`config.mk`:
```
export PLATFORM = sky130hd
export DESIGN_NAME = adc_trg_decoder
export DESIGN_NICKNAME = d
export VERILOG_FILES = /design/src/rtl/adc_trg_pkg.sv /design/src/rtl/trg_sync_edge.sv /design/src/rtl/adc_trg_decoder.sv
export SDC_FILE = /design/constraint.sdc
export NUM_CORES = 1
export LEC_CHECK = 0
export CORE_ASPECT_RATIO = 0.6
export CORE_MARGIN = 4
export CORE_UTILIZATION = 60
export CTS_BUF_LIST = sky130_fd_sc_hd__clkbuf_2 sky130_fd_sc_hd__clkbuf_4 sky130_fd_sc_hd__clkbuf_8
export DETAILED_ROUTE_END_ITERATION = 8
export GPL_ROUTABILITY_DRIVEN = 0
export PLACE_DENSITY = 0.95
export SYNTH_ARGS = -nofsm -noshare
export SYNTH_HDL_FRONTEND = slang
export SYNTH_HIERARCHICAL = 1
export SYNTH_SLANG_ARGS = --single-unit
export TNS_END_PERCENT = 30
```
`constraint.sdc`:
```
create_clock -name fpga_clk -period 5.8 [get_ports fpga_clk]
set_input_delay 0.87 -clock fpga_clk [delete_from_list [all_inputs] [get_ports fpga_clk]]
set_output_delay 0.87 -clock fpga_clk [all_outputs]
set_load 0.01 [all_outputs]
```
`src/rtl/adc_trg_pkg.sv`:
```
// Shared definitions for the ADC trigger decoder and the matching trigger
// generator: default cadence parameters and the decoder state encoding.
package adc_trg_pkg;

   localparam int unsigned DEF_HALF_PERIOD = 50000;
   localparam int unsigned DEF_TOL         = 16;
   localparam int unsigned DEF_LOCK_N      = 4;
   localparam int unsigned DEF_CNT_W       = 20;

   typedef enum logic [2:0] {
      ST_IDLE    = 3'd0,
      ST_ACQUIRE = 3'd1,
      ST_MEASURE = 3'd2,
      ST_LOCKED  = 3'd3,
      ST_LOST    = 3'd4
   } trg_state_t;

endpackage

```
`src/rtl/trg_sync_edge.sv`:
```
// Two-flop synchroniser for the asynchronous trigger followed by a
// previous-value register; either polarity of change is reported as an edge.
module trg_sync_edge (
   input  logic fpga_clk,
   input  logic fpga_rst_n,
   input  logic trg_async,
   output logic edge_det
);

   logic sync1_reg;
   logic sync2_reg;
   logic prev_reg;

   // Synchroniser chain plus history register; runs regardless of enable
   always_ff @(posedge fpga_clk or negedge fpga_rst_n) begin
      if (!fpga_rst_n) begin
         sync1_reg <= 1'b0;
         sync2_reg <= 1'b0;
         prev_reg  <= 1'b0;
      end else begin
         sync1_reg <= trg_async;
         sync2_reg <= sync1_reg;
         prev_reg  <= sync2_reg;
      end
   end

   assign edge_det = sync2_reg ^ prev_reg;

endmodule

```
`src/rtl/adc_trg_decoder.sv`:
```
// Decodes a toggling ADC trigger into sample strobes, measures the interval
// between toggles and tracks whether the cadence is within tolerance.
module adc_trg_decoder
   import adc_trg_pkg::*;
#(
   parameter int unsigned HALF_PERIOD = DEF_HALF_PERIOD,
   parameter int unsigned TOL         = DEF_TOL,
   parameter int unsigned LOCK_N      = DEF_LOCK_N,
   parameter int unsigned CNT_W       = DEF_CNT_W
) (
   input  logic             fpga_clk,
   input  logic             fpga_rst_n,
   input  logic             adc_en,
   input  logic             adc_trg_in,
   input  logic             err_clr,
   output logic             sample_strobe,
   output logic [31:0]      sample_idx,
   output logic [CNT_W-1:0] half_period,
   output logic             locked,
   output logic             err_early,
   output logic             err_late
);

   localparam int GC_W = (LOCK_N < 2) ? 1 : $clog2(LOCK_N + 1);
   localparam logic [GC_W-1:0]  LOCK_N_C = GC_W'(LOCK_N);
   localparam logic [CNT_W-1:0] LO_LIM   = CNT_W'(HALF_PERIOD - TOL);
   localparam logic [CNT_W-1:0] HI_LIM   = CNT_W'(HALF_PERIOD + TOL);
   localparam logic [CNT_W-1:0] LATE_LIM = CNT_W'(HALF_PERIOD + TOL + 1);
   localparam logic [CNT_W-1:0] CNT_MAX  = {CNT_W{1'b1}};

   trg_state_t       state_reg;
   logic             strobe_reg;
   logic [31:0]      idx_reg;
   logic [CNT_W-1:0] int_cnt_reg;
   logic [CNT_W-1:0] half_period_reg;
   logic [GC_W-1:0]  good_cnt_reg;
   logic             locked_reg;
   logic             err_early_reg;
   logic             err_late_reg;

   logic            trg_edge;
   logic            run;
   logic            iv_good;
   logic            iv_early;
   logic            early_hit;
   logic            late_hit;
   logic [GC_W-1:0] good_inc;

   trg_sync_edge u_sync (
      .fpga_clk   (fpga_clk),
      .fpga_rst_n (fpga_rst_n),
      .trg_async  (adc_trg_in),
      .edge_det   (trg_edge)
   );

   // Edges only count once the decoder has left IDLE with the enable still high
   assign run       = adc_en && (state_reg != ST_IDLE);
   assign iv_good   = (int_cnt_reg >= LO_LIM) && (int_cnt_reg <= HI_LIM);
   assign iv_early  = (int_cnt_reg < LO_LIM);
   assign early_hit = run && (state_reg == ST_LOCKED) && trg_edge && iv_early;
   // An edge on the timeout cycle takes priority over the timeout
   assign late_hit  = run && (state_reg == ST_LOCKED) && !trg_edge && (int_cnt_reg == LATE_LIM);
   assign good_inc  = good_cnt_reg + GC_W'(1);

   // Interval counter: restarts at 1 on each edge, saturates at full scale
   always_ff @(posedge fpga_clk or negedge fpga_rst_n) begin
      if (!fpga_rst_n) begin
         int_cnt_reg <= '0;
      end else if (!run) begin
         int_cnt_reg <= '0;
      end else if (trg_edge) begin
         int_cnt_reg <= CNT_W'(1);
      end else if (int_cnt_reg != CNT_MAX) begin
         int_cnt_reg <= int_cnt_reg + CNT_W'(1);
      end
   end

   // Strobe pulse and running sample index
   always_ff @(posedge fpga_clk or negedge fpga_rst_n) begin
      if (!fpga_rst_n) begin
         strobe_reg <= 1'b0;
         idx_reg    <= '0;
      end else if (!adc_en) begin
         strobe_reg <= 1'b0;
         idx_reg    <= '0;
      end else if (!run) begin
         strobe_reg <= 1'b0;
      end else begin
         strobe_reg <= trg_edge;
         if (trg_edge) begin
            idx_reg <= idx_reg + 32'd1;
         end
      end
   end

   // Cadence FSM with registered lock flag and measured interval
   always_ff @(posedge fpga_clk or negedge fpga_rst_n) begin
      if (!fpga_rst_n) begin
         state_reg       <= ST_IDLE;
         good_cnt_reg    <= '0;
         locked_reg      <= 1'b0;
         half_period_reg <= '0;
      end else if (!adc_en) begin
         state_reg    <= ST_IDLE;
         good_cnt_reg <= '0;
         locked_reg   <= 1'b0;
      end else begin
         case (state_reg)
            ST_IDLE: begin
               state_reg <= ST_ACQUIRE;
            end
            ST_ACQUIRE: begin
               // First edge only starts the interval; nothing to measure yet
               if (trg_edge) begin
                  state_reg    <= ST_MEASURE;
                  good_cnt_reg <= '0;
               end
            end
            ST_MEASURE: begin
               if (trg_edge) begin
                  half_period_reg <= int_cnt_reg;
                  if (iv_good) begin
                     good_cnt_reg <= good_inc;
                     if (good_inc >= LOCK_N_C) begin
                        state_reg  <= ST_LOCKED;
                        locked_reg <= 1'b1;
                     end
                  end else begin
                     good_cnt_reg <= '0;
                  end
               end
            end
            ST_LOCKED: begin
               if (trg_edge) begin
                  half_period_reg <= int_cnt_reg;
                  if (!iv_good) begin
                     state_reg    <= ST_MEASURE;
                     good_cnt_reg <= '0;
                     locked_reg   <= 1'b0;
                  end
               end else if (late_hit) begin
                  state_reg  <= ST_LOST;
                  locked_reg <= 1'b0;
               end
            end
            ST_LOST: begin
               if (trg_edge) begin
                  half_period_reg <= int_cnt_reg;
                  state_reg       <= ST_MEASURE;
                  good_cnt_reg    <= '0;
               end
            end
            default: begin
               state_reg  <= ST_IDLE;
               locked_reg <= 1'b0;
            end
         endcase
      end
   end

   // Sticky error flags; a new error beats a simultaneous clear
   always_ff @(posedge fpga_clk or negedge fpga_rst_n) begin
      if (!fpga_rst_n) begin
         err_early_reg <= 1'b0;
         err_late_reg  <= 1'b0;
      end else begin
         if (early_hit) begin
            err_early_reg <= 1'b1;
         end else if (err_clr) begin
            err_early_reg <= 1'b0;
         end
         if (late_hit) begin
            err_late_reg <= 1'b1;
         end else if (err_clr) begin
            err_late_reg <= 1'b0;
         end
      end
   end

   assign sample_strobe = strobe_reg;
   assign sample_idx    = idx_reg;
   assign half_period   = half_period_reg;
   assign locked        = locked_reg;
   assign err_early     = err_early_reg;
   assign err_late      = err_late_reg;

endmodule

```
==> results of run 1 <==
==> logic make-up (layout without fill, tap and decap cells) <==
group	after synthesis	in the layout	share of synthesized area, %
AND/OR/NAND/NOR	174	174	21.13
flip-flops	85	85	49.88
AO/OA/AOI/OAI	67	67	10.27
XOR/XNOR	38	38	7.805
buffers and inverters	29	87	2.993
multiplexers	25	25	6.456
adder cells (fa/ha/maj)	5	5	1.467
==> critical path: stages <==
cell	delay, ns
clkdlybuf4s50_1	0.92
inv_1	0.64
nor3_2	0.30
buf_4	0.32
mux2_2	0.38
==> worst max-delay path by stage <==
stage / slack [ns] / startpoint / depth (start not counted) / end
finish: 2.60 / adc_en / 5 / half_period[4]
global route: 2.45 / adc_en / 5 / half_period[7]
CTS: 2.64 / adc_en / 5 / half_period[4]
detailed placement: 2.27 / adc_en / 5 / half_period[12]
global placement: 2.31 / adc_en / 5 / half_period[2]
floorplan: 3.51 / int_cnt_reg[0] / 7 / int_cnt_reg[12]
==> layer usage <==
metal	up-vias	track usage [%]
li1	1623	-
met1	1784	38.89
met2	197	38.06
met3	25	7.490
met4	0	8.779
met5	-	0
==> power by group through the flow <==
stage          Clock [uW]  Combinational (uW)  Sequential [uW]
3_5_place_dp            0                80.4              626
4_1_cts               469                80.7              615
2_1_floorplan           0                44.0              623
5_1_grt               493                88.6              617
6_report              466                80.8              615
3_3_place_gp            0                76.3              625
==> metrics by stage <==
stage / worst slack, ns / instances / total power, uW
global route: 2.449 / 568 / 1198
finish: 2.604 / 568 / 1162
CTS: 2.642 / 568 / 1165
global placement: 2.305 / 552 / 701.3
detailed placement: 2.271 / 552 / 706.6
floorplan: 3.510 / 423 / 666.6
==> cell type report <==
type / instances / area [um2] / area share (%)
Tap cell: 87 / 108.9 / 2.128
Sequential cell: 85 / 2127 / 41.59
Timing Repair Buffer: 62 / 613.1 / 11.99
Inverter: 9 / 33.78 / 0.6605
Multi-Input combinational cell: 309 / 2014 / 39.38
Clock buffer: 10 / 131.4 / 2.568
Clock inverter: 6 / 86.33 / 1.688
==> layout by cell type, fill, tap and decap left out, types with 7 or more instances in the layout <==
cell type        Yosys  routed
a21oi_1             16      16
clkbuf_8             0       9
clkdlybuf4s50_1      0      59
dfrtp_1             85      85
inv_1                9       9
mux2_2              20      20
nand2_1             34      34
nand3_1             21      21
nand4_1             19      19
nor2_1              49      49
o21ai_0             17      17
xnor2_1              7       7
xor2_1              31      31
==> key figures, run 1 <==
Critical path
  • Crit Reg-Reg Endpoint: sample_idx[20]
  • FF-to-FF path depth: 7
  • Critical path type: in2reg
  • WP data arrival: 3.44 ns
  • RR Startpoint: u_sync/sync2_reg
  • Crit path launch type: primary input
  • Worst setup slack for register-to-register paths: ~3.1 ns
  • Biggest fanout along the worst timing path: 30
  • Worst path required time: around 6.0 ns
  • Kind of end point of the critical path: register

Drt
  • Routed wire per std cell: between 15 and 20 um
  • Met2 wire length: just under 5000 um
  • DRT Pass-1 Iters: 5
  • Number of remaining DRC errors: 0
  • DR top layer: met4
  • Length of routed met3 wiring: 980 um
  • Number of routed nets with antenna violations: 0
  • Final wirelength: 10770 um
  • First DRT Iteration DRCs: roughly 450
  • Via-to-Cell Ratio: about 6.4
  • Total vias in the final route: about 3600
  • Metal1 wirelength: 4716 um

Clock network
  • Number of CTS-inserted buffers: 9
  • Clock-pin slew of the registers on the worst-case setup and hold paths: roughly 0.09 ns
  • Root Buffer: clkbuf_8
  • CTS tree: yes
  • Clock Path Buffers: 2
  • Clock net sink count: between 80 and 90
  • Clock latency reported for the late side of the worst-skew pair: ~0.37 ns
  • # Post-CTS Setup Buffers: 0
  • Maximum level of the CTS H-tree: 3
  • Hold buffers post-CTS: 0
  • Count of cells resized by post-cts repair: 0

Cells and area
  • Number of flip-flops under the largest register name: 32
  • Number of filler cells placed in the layout: about 440
  • Number of nets at the end of the flow: slightly below 500
  • Design Area, Final: between 5000 and 6000 um2
  • Fraction of the core area covered by cells at the end of the flow: between 70% and 80%
  • Layout cells sized above 1: between 10% and 20%
  • Inserted Diodes: 0
  • Layout-stage area growth over the synthesis result: 19.95%

STA
  • Ratio of final minimum period to clock period: between 50 and 60%
  • Worst Max-Slew Pin Slew: 1.160 ns
  • Setup Viol. Count Final: 0
  • Unrepaired setup endpoints after global routing: no
  • Final Hold Fails: 0
  • Max_slew headroom: around 22%
  • Maximum achievable frequency: ~0.31 GHz
  • Setup_tns: 0 ns
  • Worst hold slack across all endpoints: 0.3580 ns
  • Clk_skew: roughly 0.016 ns
  • Minimum clock period: about 3.2 ns
  • Final Max Tran Viols: 0

Power
  • Fraction of power consumed by combinational cells: 7.0%
  • Power density over cell area: roughly 230 nW/um2
  • Pint: approximately 900 uW
  • Worst vdd rail ir drop: ~0.18 mV
  • Psw: roughly 280 uW
  • Pleak: around 0.0022 uW
  • Seq pwr share: a little over half
  • Net Sw Frac: roughly 24%
  • Clock power frac: about two fifths

Yosys
  • FFs w/ async S/R, synth: 100.0%
  • Number of instances in the synthesized netlist: approximately 420
  • Mapped Avg Cell Area: approximately 10 um2
  • Warnings from Yosys: 6
  • Flop and latch count out of synthesis: 85
  • Most used DFF post-synth: dfrtp_1
  • Area fraction of the dominant cell type after synthesis: 49.88%
  • Distinct cell type count after synthesis: 52
  • Post-Synthesis Net Count: 433
  • Cell area after technology mapping: 4264 um2
  • Post-synthesis cell type with the largest combined area: dfrtp_1
  • Largest cells by area after synthesis: dfrtp_1, xor2_1, mux2_2, nor2_1, nand2_1
  • Proportion of synthesized chip area in sequential cells: between 40% and 50%
  • Synth cell count leaders: dfrtp_1, nor2_1, nand2_1, xor2_1, nand3_1
  • Number of enable-type register cells in the synthesized netlist: 0
  • Cell with the most instances after synthesis: dfrtp_1

Floorplan
  • Total core area: approximately 6800 um2
  • Floorplan row count: 23
  • Die boundary width: roughly 120 um
  • DIE AREA: around 8600 um2
  • Effective utilization at floorplan: a little over three fifths
  • Number of top-level design ports: about 60
  • Die Ht: roughly 73 um

Placement
  • Instance area at placement: just under 5000 um2
  • Count of buffers inserted at the top-level ports: 60
  • Half-perimeter wire length after placement: 7512 um

Status
  • Outcome: complete, no violations

Global route
  • Antenna violations before repair: 0
  • Vias in the first global route: around 3500
  • Maximum number of pins on one net before global-route repair: 86
  • Grt ovf: 0
  • Global-route wire length before repair: between 15000 and 20000 um
  • Overall Global Routing Usage: between 20% and 30%

Worst hold path
  • Hold WC Path Type: reg2reg
  • Sink of the worst hold path: u_sync/sync2_reg
  • Worst hold path startpoint: u_sync/sync1_reg
  • Hold Path Depth: 0

Job
  • Number of maximum-capacitance violations: 0
Note: power is estimated with default switching activity, not from simulation.
==> inputs of run 2 (changes only) <==
--- a/config.mk
+++ b/config.mk
@@ -7,11 +7,11 @@
 export LEC_CHECK = 0
 export CORE_ASPECT_RATIO = 0.6
 export CORE_MARGIN = 4
-export CORE_UTILIZATION = 60
+export CORE_UTILIZATION = 57
 export CTS_BUF_LIST = sky130_fd_sc_hd__clkbuf_2 sky130_fd_sc_hd__clkbuf_4 sky130_fd_sc_hd__clkbuf_8
 export DETAILED_ROUTE_END_ITERATION = 8
 export GPL_ROUTABILITY_DRIVEN = 0
-export PLACE_DENSITY = 0.95
+export PLACE_DENSITY = 0.93
 export SYNTH_ARGS = -nofsm -noshare
 export SYNTH_HDL_FRONTEND = slang
 export SYNTH_HIERARCHICAL = 1
==> constraint.sdc (replaced) <==
create_clock -name fpga_clk -period 3.1 [get_ports fpga_clk]
set_input_delay 0.465 -clock fpga_clk [delete_from_list [all_inputs] [get_ports fpga_clk]]
set_output_delay 0.465 -clock fpga_clk [all_outputs]
set_load 0.01 [all_outputs]
==> key figures, run 2 (same netlist as run 1, synthesis figures left out) <==
Power
  • Power density over cell area: 398.6 nW/um2 (+75%)
  • Seq pwr share: 56.1% (+3.1 points)
  • Psw: 521.9 uW (+85%)
  • Fraction of power consumed by combinational cells: 7.8% (+0.8 points)
  • Worst vdd rail ir drop: 0.3612 mV (+99%)
  • Pleak: 0.002179 uW (+0.24%)
  • Clock power frac: 36.2% (-3.9 points)
  • Power, Total: 2048 uW (+76%)
  • Pint: 1526 uW (+73%)
  • Net Sw Frac: 25.49% (+1.2 points)

Clock network
  • Clock latency reported for the late side of the worst-skew pair: 0.37 ns (about the same)
  • Number of CTS-inserted buffers: 9 (unchanged)
  • Clock net sink count: 85 (unchanged)
  • # Post-CTS Setup Buffers: 0 (unchanged)
  • Hold buffers post-CTS: 0 (unchanged)
  • CTS tree: yes
  • Maximum level of the CTS H-tree: 3 (unchanged)
  • Count of cells resized by post-cts repair: 0 (unchanged)
  • Root Buffer: clkbuf_8
  • Clock-pin slew of the registers on the worst-case setup and hold paths: 0.10 ns (about the same)
  • Clock Path Buffers: 2 (unchanged)

Global route
  • Global-route wire length before repair: 16920 um (-3.3%)
  • Grt ovf: 0 (unchanged)
  • Vias in the first global route: 3372 (-4.0%)
  • Maximum number of pins on one net before global-route repair: 86 (unchanged)
  • Overall Global Routing Usage: 23.93% (-2.5 points)
  • Antenna violations before repair: 0 (unchanged)

Drt
  • Total vias in the final route: 3621 (-0.22%)
  • DRT Pass-1 Iters: 6 (+1)
  • Number of routed nets with antenna violations: 0 (unchanged)
  • Number of remaining DRC errors: 0 (unchanged)
  • Via-to-Cell Ratio: 6.148 (-3.8%)
  • First DRT Iteration DRCs: 373 (-16%)
  • Final wirelength: 10380 um (-3.6%)
  • Routed wire per std cell: 17.63 um (-7.1%)

Critical path
  • Number of buffer and inverter stages on the critical path: 0 (-3)
  • Crit Reg-Reg Endpoint: int_cnt_reg[12]
  • Top delay family on crit path: simple AND/OR/NAND/NOR gates
  • Worst setup slack for register-to-register paths: 0.68 ns (-2.42 ns)
  • Slowest stage cell on the critical path: a2111o_1
  • Kind of end point of the critical path: register
  • Critical path type: reg2reg
  • FF-to-FF path depth: 6 (-1)
  • Worst path required time: 3.39 ns (-2.65 ns)
  • Critical path launch point: int_cnt_reg[0]
  • Crit path launch type: register
  • Biggest fanout along the worst timing path: 7 (-77%)
  • RR Startpoint: int_cnt_reg[0]
  • Crit-path max cell delay: 0.48 ns (-0.44 ns)
  • CP endpoint: int_cnt_reg[12]
  • WP data arrival: 2.71 ns (-0.73 ns)
  • Instance count on the critical path: 6 (+1)
  • Cells traversed along the worst timing path: ha_1, and2_1, and4_4, a2111o_1, or4_1, a21oi_1

Floorplan
  • Die boundary width: 119.7 um (+2.4%)
  • Number of top-level design ports: 61 (unchanged)
  • Total core area: 7267 um2 (+7.0%)
  • Effective utilization at floorplan: 58.68% (-4.1 points)
  • Die Ht: 75.00 um (+2.3%)
  • DIE AREA: 8974 um2 (+4.8%)
  • Floorplan row count: 24 (+4.3%)

Cells and area
  • Number of nets at the end of the flow: 491 (+1.0%)
  • Commonest cells after routing, fill and taps aside: dfrtp_1, clkdlybuf4s50_1, nor2_1
  • Layout cells sized above 1: 10.93% (+0.74 points)
  • Layout-stage area growth over the synthesis result: 20.45%
  • Most frequent standard cell in the layout excluding fill and tap cells: dfrtp_1
  • Fraction of the core area covered by cells at the end of the flow: 70.68% (-4.6 points)
  • Number of flip-flops under the largest register name: 32 (unchanged)
  • Inserted Diodes: 0 (unchanged)

STA
  • Setup Viol. Count Final: 0 (unchanged)
  • Minimum clock period: 2.423 ns
  • Unrepaired setup endpoints after global routing: no
  • Final Max Tran Viols: 0 (unchanged)
  • Worst Max-Slew Pin Slew: 1.044 ns (-0.1158 ns)
  • Clk_skew: 0.01576 ns (-0.00003650 ns)
  • Ratio of final minimum period to clock period: between 70% and 80%
  • Max_slew headroom: 30.41% (+8.7 points)
  • Final Hold Fails: 0 (unchanged)
  • Setup_tns: 0 ns (unchanged)
  • Maximum achievable frequency: approximately 0.41 GHz

Job
  • Number of maximum-capacitance violations: 0 (unchanged)

Worst hold path
  • Hold WC Path Type: in2async

Placement
  • Half-perimeter wire length after placement: 7298 um (-2.9%)
  • Count of buffers inserted at the top-level ports: 60 (unchanged)

Status
  • Outcome: complete, no violations
-- run 2: stage by stage --
stage	hold slack [ns]	area (um2)	worst slack [ns]	std cells
after global routing	0.3781	5136	0.5509	589
after detailed placement	0.3542	4956	0.7258	574
after global placement	0.3385	4956	0.8175	574
final	0.2783	5136	0.6769	589
after CTS	0.3109	5136	0.6893	589
after floorplan	0.1694	4264	0.8099	423
-- run 2: cell type report --
type | count | area (um2)
clock buffers | 12 | 158.9
inverters | 9 | 33.78
well taps | 104 | 130.1
fillers | 529 | 2131
repair buffers | 67 | 650.6
flip-flops and latches | 85 | 2127
multi-input cells | 309 | 2014
clock inverters | 3 | 21.27
-- run 2: how the worst min path moves through the flow --
stage	cells past startpoint	from	slack, ns	end
after floorplan	0	fpga_rst_n	0.17	err_early
after global placement	0	u_sync/sync1_reg	0.34	u_sync/sync2_reg
after detailed placement	0	u_sync/sync1_reg	0.35	u_sync/sync2_reg
after CTS	1	fpga_rst_n	0.31	state_reg[0]
after global routing	1	fpga_rst_n	0.38	sample_idx[12]
final	1	fpga_rst_n	0.28	sample_idx[12]
-- run 2: power groups by stage --
stage	logic (uW)	clock network, uW	registers, uW
after floorplan	82.3	0	1160
after global placement	150	0	1170
after detailed placement	159	0	1170
after CTS	160	749	1150
after global routing	176	794	1150
final	159	741	1150
-- run 2: per-layer routing --
metal | share of wire (%) | global-route usage, %
met5 | 0 | 0
met4 | 1.7 | 7.360
met3 | 8.7 | 7.432
met2 | 44 | 35.50
met1 | 45 | 34.21
